[src/rtl/gates_pkg.sv]
// Shared constants and word/select types for the 8-way 16-bit dispatch block.
// The optional per-channel delivery counters are enabled with DMUX_COUNT_EN.
package gates_pkg;
  localparam int WIDTH = 16;
  localparam int WAYS  = 8;
  localparam int SEL_W = $clog2(WAYS);
  localparam int CNT_W = 16;

  typedef logic [WIDTH-1:0] word_t;
  typedef logic [SEL_W-1:0] sel_t;
  typedef logic [CNT_W-1:0] cnt_t;
endpackage

[src/rtl/dmux8way16_dispatch_if.sv]
// Producer/consumer bus of the 8-way dispatcher: one input stream, eight output slots.
interface dmux8way16_dispatch_if;
  import gates_pkg::*;

  logic                    in_valid;
  logic                    in_ready;
  word_t                   in_data;
  sel_t                    in_sel;
  logic [WAYS-1:0]         out_valid;
  logic [WAYS-1:0]         out_ready;
  logic [WAYS*WIDTH-1:0]   out_data;
  logic                    busy;

  modport master (
    output in_valid, in_data, in_sel, out_ready,
    input  in_ready, out_valid, out_data, busy
  );

  modport slave (
    input  in_valid, in_data, in_sel, out_ready,
    output in_ready, out_valid, out_data, busy
  );
endinterface

[src/rtl/dmux8way16_dispatch_slot.sv]
// One output channel: a single-entry word buffer with load/drain and, when
// DMUX_COUNT_EN is defined, a wrapping count of words delivered.
module dmux_slot
  import gates_pkg::*;
(
  input  logic  clk,
  input  logic  rst_n,
  input  logic  load,
  input  word_t din,
  input  logic  drain_rdy,
`ifdef DMUX_COUNT_EN
  input  logic  cnt_clr,
  output cnt_t  cnt,
`endif
  output logic  full,
  output word_t dout
);

  logic  full_q;
  word_t data_q;
  logic  drain;

  assign drain = full_q & drain_rdy;
  assign full  = full_q;
  assign dout  = data_q;

  // Load wins over drain so a same-cycle drain+refill keeps the slot full.
  always_ff @(posedge clk or negedge rst_n) begin
    if (!rst_n) begin
      full_q <= 1'b0;
      data_q <= '0;
    end else if (load) begin
      full_q <= 1'b1;
      data_q <= din;
    end else if (drain) begin
      full_q <= 1'b0;
    end
  end

`ifdef DMUX_COUNT_EN
  cnt_t cnt_q;

  always_ff @(posedge clk or negedge rst_n) begin
    if (!rst_n) begin
      cnt_q <= '0;
    end else if (cnt_clr) begin
      cnt_q <= '0;
    end else if (drain) begin
      cnt_q <= cnt_q + cnt_t'(1);
    end
  end

  assign cnt = cnt_q;
`endif

endmodule

[src/rtl/dmux8way16_dispatch.sv]
// Registered 8-way 16-bit demultiplexer with valid/ready on both sides.
// Define DMUX_COUNT_EN to add cnt_clr/cnt per-channel delivery counters.
module dmux8way16_dispatch
  import gates_pkg::*;
(
  input  logic                  clk,
  input  logic                  rst_n,
`ifdef DMUX_COUNT_EN
  input  logic                  cnt_clr,
  output logic [WAYS*CNT_W-1:0] cnt,
`endif
  dmux8way16_dispatch_if.slave  bus
);

  logic  full_arr [WAYS];
  word_t data_arr [WAYS];
  logic  [WAYS-1:0] load;
  logic  accept;
`ifdef DMUX_COUNT_EN
  cnt_t  cnt_arr  [WAYS];
`endif

  // Ready is decided from the currently addressed slot only; a draining slot
  // can take the next word in the same cycle.
  assign bus.in_ready = !full_arr[bus.in_sel] | bus.out_ready[bus.in_sel];
  assign accept       = bus.in_valid & bus.in_ready;

  always_comb begin
    load = '0;
    for (int i = 0; i < WAYS; i++) begin
      load[i] = accept & (bus.in_sel == sel_t'(i));
    end
  end

  for (genvar g = 0; g < WAYS; g++) begin : g_slot
    dmux_slot u_slot (
      .clk       (clk),
      .rst_n     (rst_n),
      .load      (load[g]),
      .din       (bus.in_data),
      .drain_rdy (bus.out_ready[g]),
`ifdef DMUX_COUNT_EN
      .cnt_clr   (cnt_clr),
      .cnt       (cnt_arr[g]),
`endif
      .full      (full_arr[g]),
      .dout      (data_arr[g])
    );
  end

  always_comb begin
    bus.out_valid = '0;
    bus.out_data  = '0;
    for (int i = 0; i < WAYS; i++) begin
      bus.out_valid[i]                = full_arr[i];
      bus.out_data[i*WIDTH +: WIDTH]  = data_arr[i];
    end
  end

  assign bus.busy = |bus.out_valid;

`ifdef DMUX_COUNT_EN
  always_comb begin
    cnt = '0;
    for (int i = 0; i < WAYS; i++) begin
      cnt[i*CNT_W +: CNT_W] = cnt_arr[i];
    end
  end
`endif

endmodule

[src/flat_wrapper.sv]
// flat-port wrapper written by rule: the top's interface ports become plain ports
module dmux8way16_dispatch_flat import gates_pkg::*;
  (clk, rst_n, bus_in_valid, bus_in_data, bus_in_sel, bus_out_ready, bus_in_ready, bus_out_valid, bus_out_data, bus_busy);
  dmux8way16_dispatch_if bus_i ();
  input  logic clk;
  input  logic rst_n;
  input wire logic [$bits(bus_i.in_valid)-1:0] bus_in_valid;
  input wire logic [$bits(bus_i.in_data)-1:0] bus_in_data;
  input wire logic [$bits(bus_i.in_sel)-1:0] bus_in_sel;
  input wire logic [$bits(bus_i.out_ready)-1:0] bus_out_ready;
  output wire logic [$bits(bus_i.in_ready)-1:0] bus_in_ready;
  output wire logic [$bits(bus_i.out_valid)-1:0] bus_out_valid;
  output wire logic [$bits(bus_i.out_data)-1:0] bus_out_data;
  output wire logic [$bits(bus_i.busy)-1:0] bus_busy;
  assign bus_i.in_valid = bus_in_valid;
  assign bus_i.in_data = bus_in_data;
  assign bus_i.in_sel = bus_in_sel;
  assign bus_i.out_ready = bus_out_ready;
  assign bus_in_ready = bus_i.in_ready;
  assign bus_out_valid = bus_i.out_valid;
  assign bus_out_data = bus_i.out_data;
  assign bus_busy = bus_i.busy;
  dmux8way16_dispatch u_core (.clk(clk), .rst_n(rst_n), .bus(bus_i));
endmodule
[config.mk]
export PLATFORM = sky130hd
export DESIGN_NAME = dmux8way16_dispatch_flat
export DESIGN_NICKNAME = d
export VERILOG_FILES = /design/src/rtl/gates_pkg.sv /design/src/rtl/dmux8way16_dispatch_if.sv /design/src/rtl/dmux8way16_dispatch_slot.sv /design/src/rtl/dmux8way16_dispatch.sv /design/src/flat_wrapper.sv
export SDC_FILE = /design/constraint.sdc
export NUM_CORES = 1
export LEC_CHECK = 0
export ABC_AREA = 1
export CELL_PAD_IN_SITES_DETAIL_PLACEMENT = 0
export CELL_PAD_IN_SITES_GLOBAL_PLACEMENT = 1
export CORE_MARGIN = 2
export CORE_UTILIZATION = 28
export DETAILED_ROUTE_END_ITERATION = 8
export PLACE_DENSITY = 0.72
export SLEW_MARGIN = 10
export SYNTH_ARGS = -nofsm -noshare
export SYNTH_HDL_FRONTEND = slang
export SYNTH_HIERARCHICAL = 1
export SYNTH_SLANG_ARGS = --single-unit
[constraint.sdc]
create_clock -name clk -period 2.05 [get_ports clk]
set_input_delay 0.41 -clock clk [delete_from_list [all_inputs] [get_ports clk]]
set_output_delay 0.41 -clock clk [all_outputs]
set_load 0.01 [all_outputs]
==> impl_results.md <==
* Synth warnings at 6
* Slew Viols, Final at 0
* TritonCTS Buffers at 17
* Antenna-violating nets left at 0
* Largest net degree at the start of global routing at 42
* DP Area at roughly 8000 um^2
* Number of global-route vias before repair at ~4.8k
* CTS tree: done
* Syn avg cell area at about 9.0 um^2
* Max cap viols at 0
* Max Clock Skew at about 0.007 ns
* Global-route wire length before repair at roughly 28000 um
* Worst reg-to-reg setup slack at ~0.36 ns
* First drt pass iteration count at 4
* DR DRC count at 0
* Status: finished clean
* Via-to-Cell Ratio at 4.19
* Largest cells by area after synthesis: dfrtp_1, nand2_1, nand2_2
* Hold Fails Final Rpt at 0
* Clock Tree Buf Depth at 2
* Slew @ Worst Pin at around 0.53 ns
* Hold wc startpoint: u_core/g_slot[5].u_slot/dout[2]
* Worst Path Arrival at about 1.5 ns
* WL/cell at approximately 16 um
* HP Class: reg2reg
* Hold WS at 0.467 ns
* Nets at ~860
* Fin Setup TNS at 0 ns
* Grt ovf at 0
* Final RePlAce weighted congestion at ~0.8
* Worst Setup End Kind: output port
* I/O Buffers at 167
* CP startpoint: bus_in_sel[1]
* Max IR drop VDD at 0.526 mV
* CP max FO at 7
* Syn Std Cell Area at between 5000 and 6000 um^2
* Ys flop type: dfrtp_1
* Register area share after synthesis at 59.1%
* Layout area overhead at 46.9%
* Setup crit start kind: input pin
* Asr flop ratio synth at 100%
* Synth top area share at between 50% and 60%
* Diodes inserted at 0
* Cell count after synthesis at about 640
* Die width at 147 um
* Unique masters post-synth at 17
* Initial antenna violation count at 0
* Starting DRC count in detailed routing at 242
* RSZ-0062 raised after global routing: false
* Total GRT Usage at 16.7%
* Post-DP HPWL at between 10000 and 15000 um
* # clock sinks at 136
* Tcrit/Tclk final at 95.1%
* Final worst path period need at roughly 1.9 ns
* Starting Density at 28.5%
* Reg-to-Reg Start: u_core/g_slot[3].u_slot/full
* Final instance area at 8460 um^2
* Later-pin clock latency in the skew report at around 0.42 ns
* Worst-path clk slew at 0.06 ns
* Area leader, netlist: dfrtp_1
* Static Leak at between 4 and 5 nW
* Via count at 4656
* Post-synth net total at between 600 and 700
* Slew HR at between 60% and 70%
* Routed WL at 17600 um
* H-tree lvl count at 4
* Setup Buffers After CTS at 0
* CTS root buf: clkbuf_16
* Top Ports at ~170
* Yosys reg bits at roughly 140
* Layout cell share with drive strength beyond 1 at 14.9%
* Final setup fails at 0
* Die Y at around 150 um
* Fin util at around two fifths
* Die area at ~22000 um^2
* Post-synth EDFFs at 0
* Pwr per Cell Area at 1060 nW/um^2
* Critical setup path kind: in2out
* Core area at 20200 um^2
* Critical Path RT at between 1.5 and 2 ns
* Row count at 52
* Maximum clock frequency at between 500 and 600 MHz
[layer usage]
metal  part of all wire (%)  wire, um  GRT usage [%]  vias to the layer above
li1                       -         -              -                     2300
met1                     47      8250           23.0                     2220
met2                     47      8310           26.4                      121
met3                    4.5       800           3.61                       15
met4                    1.3       224           5.38                        0
met5                      0         0              0                        -
[Yosys cell counts, types with 2 or more instances]
master,n
buf_6,9
nor2_2,11
nand3_1,4
buf_8,8
nand2_2,28
nand2_1,401
nand2_4,2
clkbuf_8,8
inv_8,8
nor4_1,2
dfrtp_1,136
inv_2,2
nand3_2,4
nor2_4,2
inv_1,10
[layout make-up]
| cell class | instances | area (um^2) |
|---|---|---|
| Clock buffer | 20 | 457 |
| Clock inverter | 11 | 146 |
| Fill cell | 2031 | 11800 |
| Inverter | 21 | 141 |
| Multi-Input combinational cell | 455 | 1920 |
| Sequential cell | 136 | 3400 |
| Tap cell | 270 | 338 |
| Timing Repair Buffer | 198 | 2060 |
[per-stage QoR]
step / worst slack (ns) / power (W) / cells
after floorplan: 0.350 / 0.00437 / 637
after global placement: -0.480 / 0.00585 / 1079
after detailed placement: -0.479 / 0.00587 / 1079
after CTS: 0.0657 / 0.00910 / 1111
after global routing: 0.000154 / 0.00944 / 1111
final: 0.101 / 0.00896 / 1111
[worst paths after layout]
check	to	cells after the start
min reg2reg	u_core/g_slot[5].u_slot/dout[2]	2
max	bus_in_ready	9
max reg2reg	u_core/g_slot[4].u_slot/dout[11]	9
max in group asynchronous	u_core/g_slot[7].u_slot/dout[11]	3
min	u_core/g_slot[5].u_slot/dout[2]	2
min in group asynchronous	u_core/g_slot[1].u_slot/dout[0]	2
[critical path: stages]
cell and delay [ns]:
clkdlybuf4s15_1 0.40, inv_2 0.13, nand3_2 0.09, nand3_2 0.10
nor2_4 0.13, nand2_4 0.06, nand2_1 0.05, inv_1 0.04
buf_6 0.11
[cells by family after synthesis]
group                  count (synthesis)  share of synthesized area (%)
AND/OR/NAND/NOR                      455                           32.7
flip-flops                           136                           59.1
buffers and inverters                 46                           8.21
[where the power goes]
part	internal, W	total (W)	switching [W]
logic	0.00124	0.00223	0.000992
registers	0.00322	0.00356	0.000341
clock network	0.00197	0.00316	0.00118
total	0.00644	0.00896	0.00252
[timing repair]
item | CTS | global route
endpoints found under the hold margin | 37 | 0
pin swaps | 3 | 0
gates resized for setup | 15 | 2
setup endpoints to repair | 2 | 2
hold buffers | 1 | 0
[layout by cell type, fill, tap and decap left out, drive strengths merged]
| cell | n |
|---|---|
| buf | 32 |
| bufinv | 3 |
| clkbuf | 20 |
| clkdlybuf4s15 | 1 |
| clkdlybuf4s50 | 162 |
| clkinv | 4 |
| clkinvlp | 2 |
| dfrtp | 136 |
| dlygate4sd2 | 2 |
| dlygate4sd3 | 1 |
| inv | 23 |
| nand2 | 431 |
| nand3 | 9 |
| nor2 | 13 |
| nor4 | 2 |
[state kept, by name, summed over array words and instances, names as in the netlist]
signal                     count
u_core/g_slot.u_slot/full      8
u_core/g_slot.u_slot/dout    128
(Power assumes the default switching activity.)
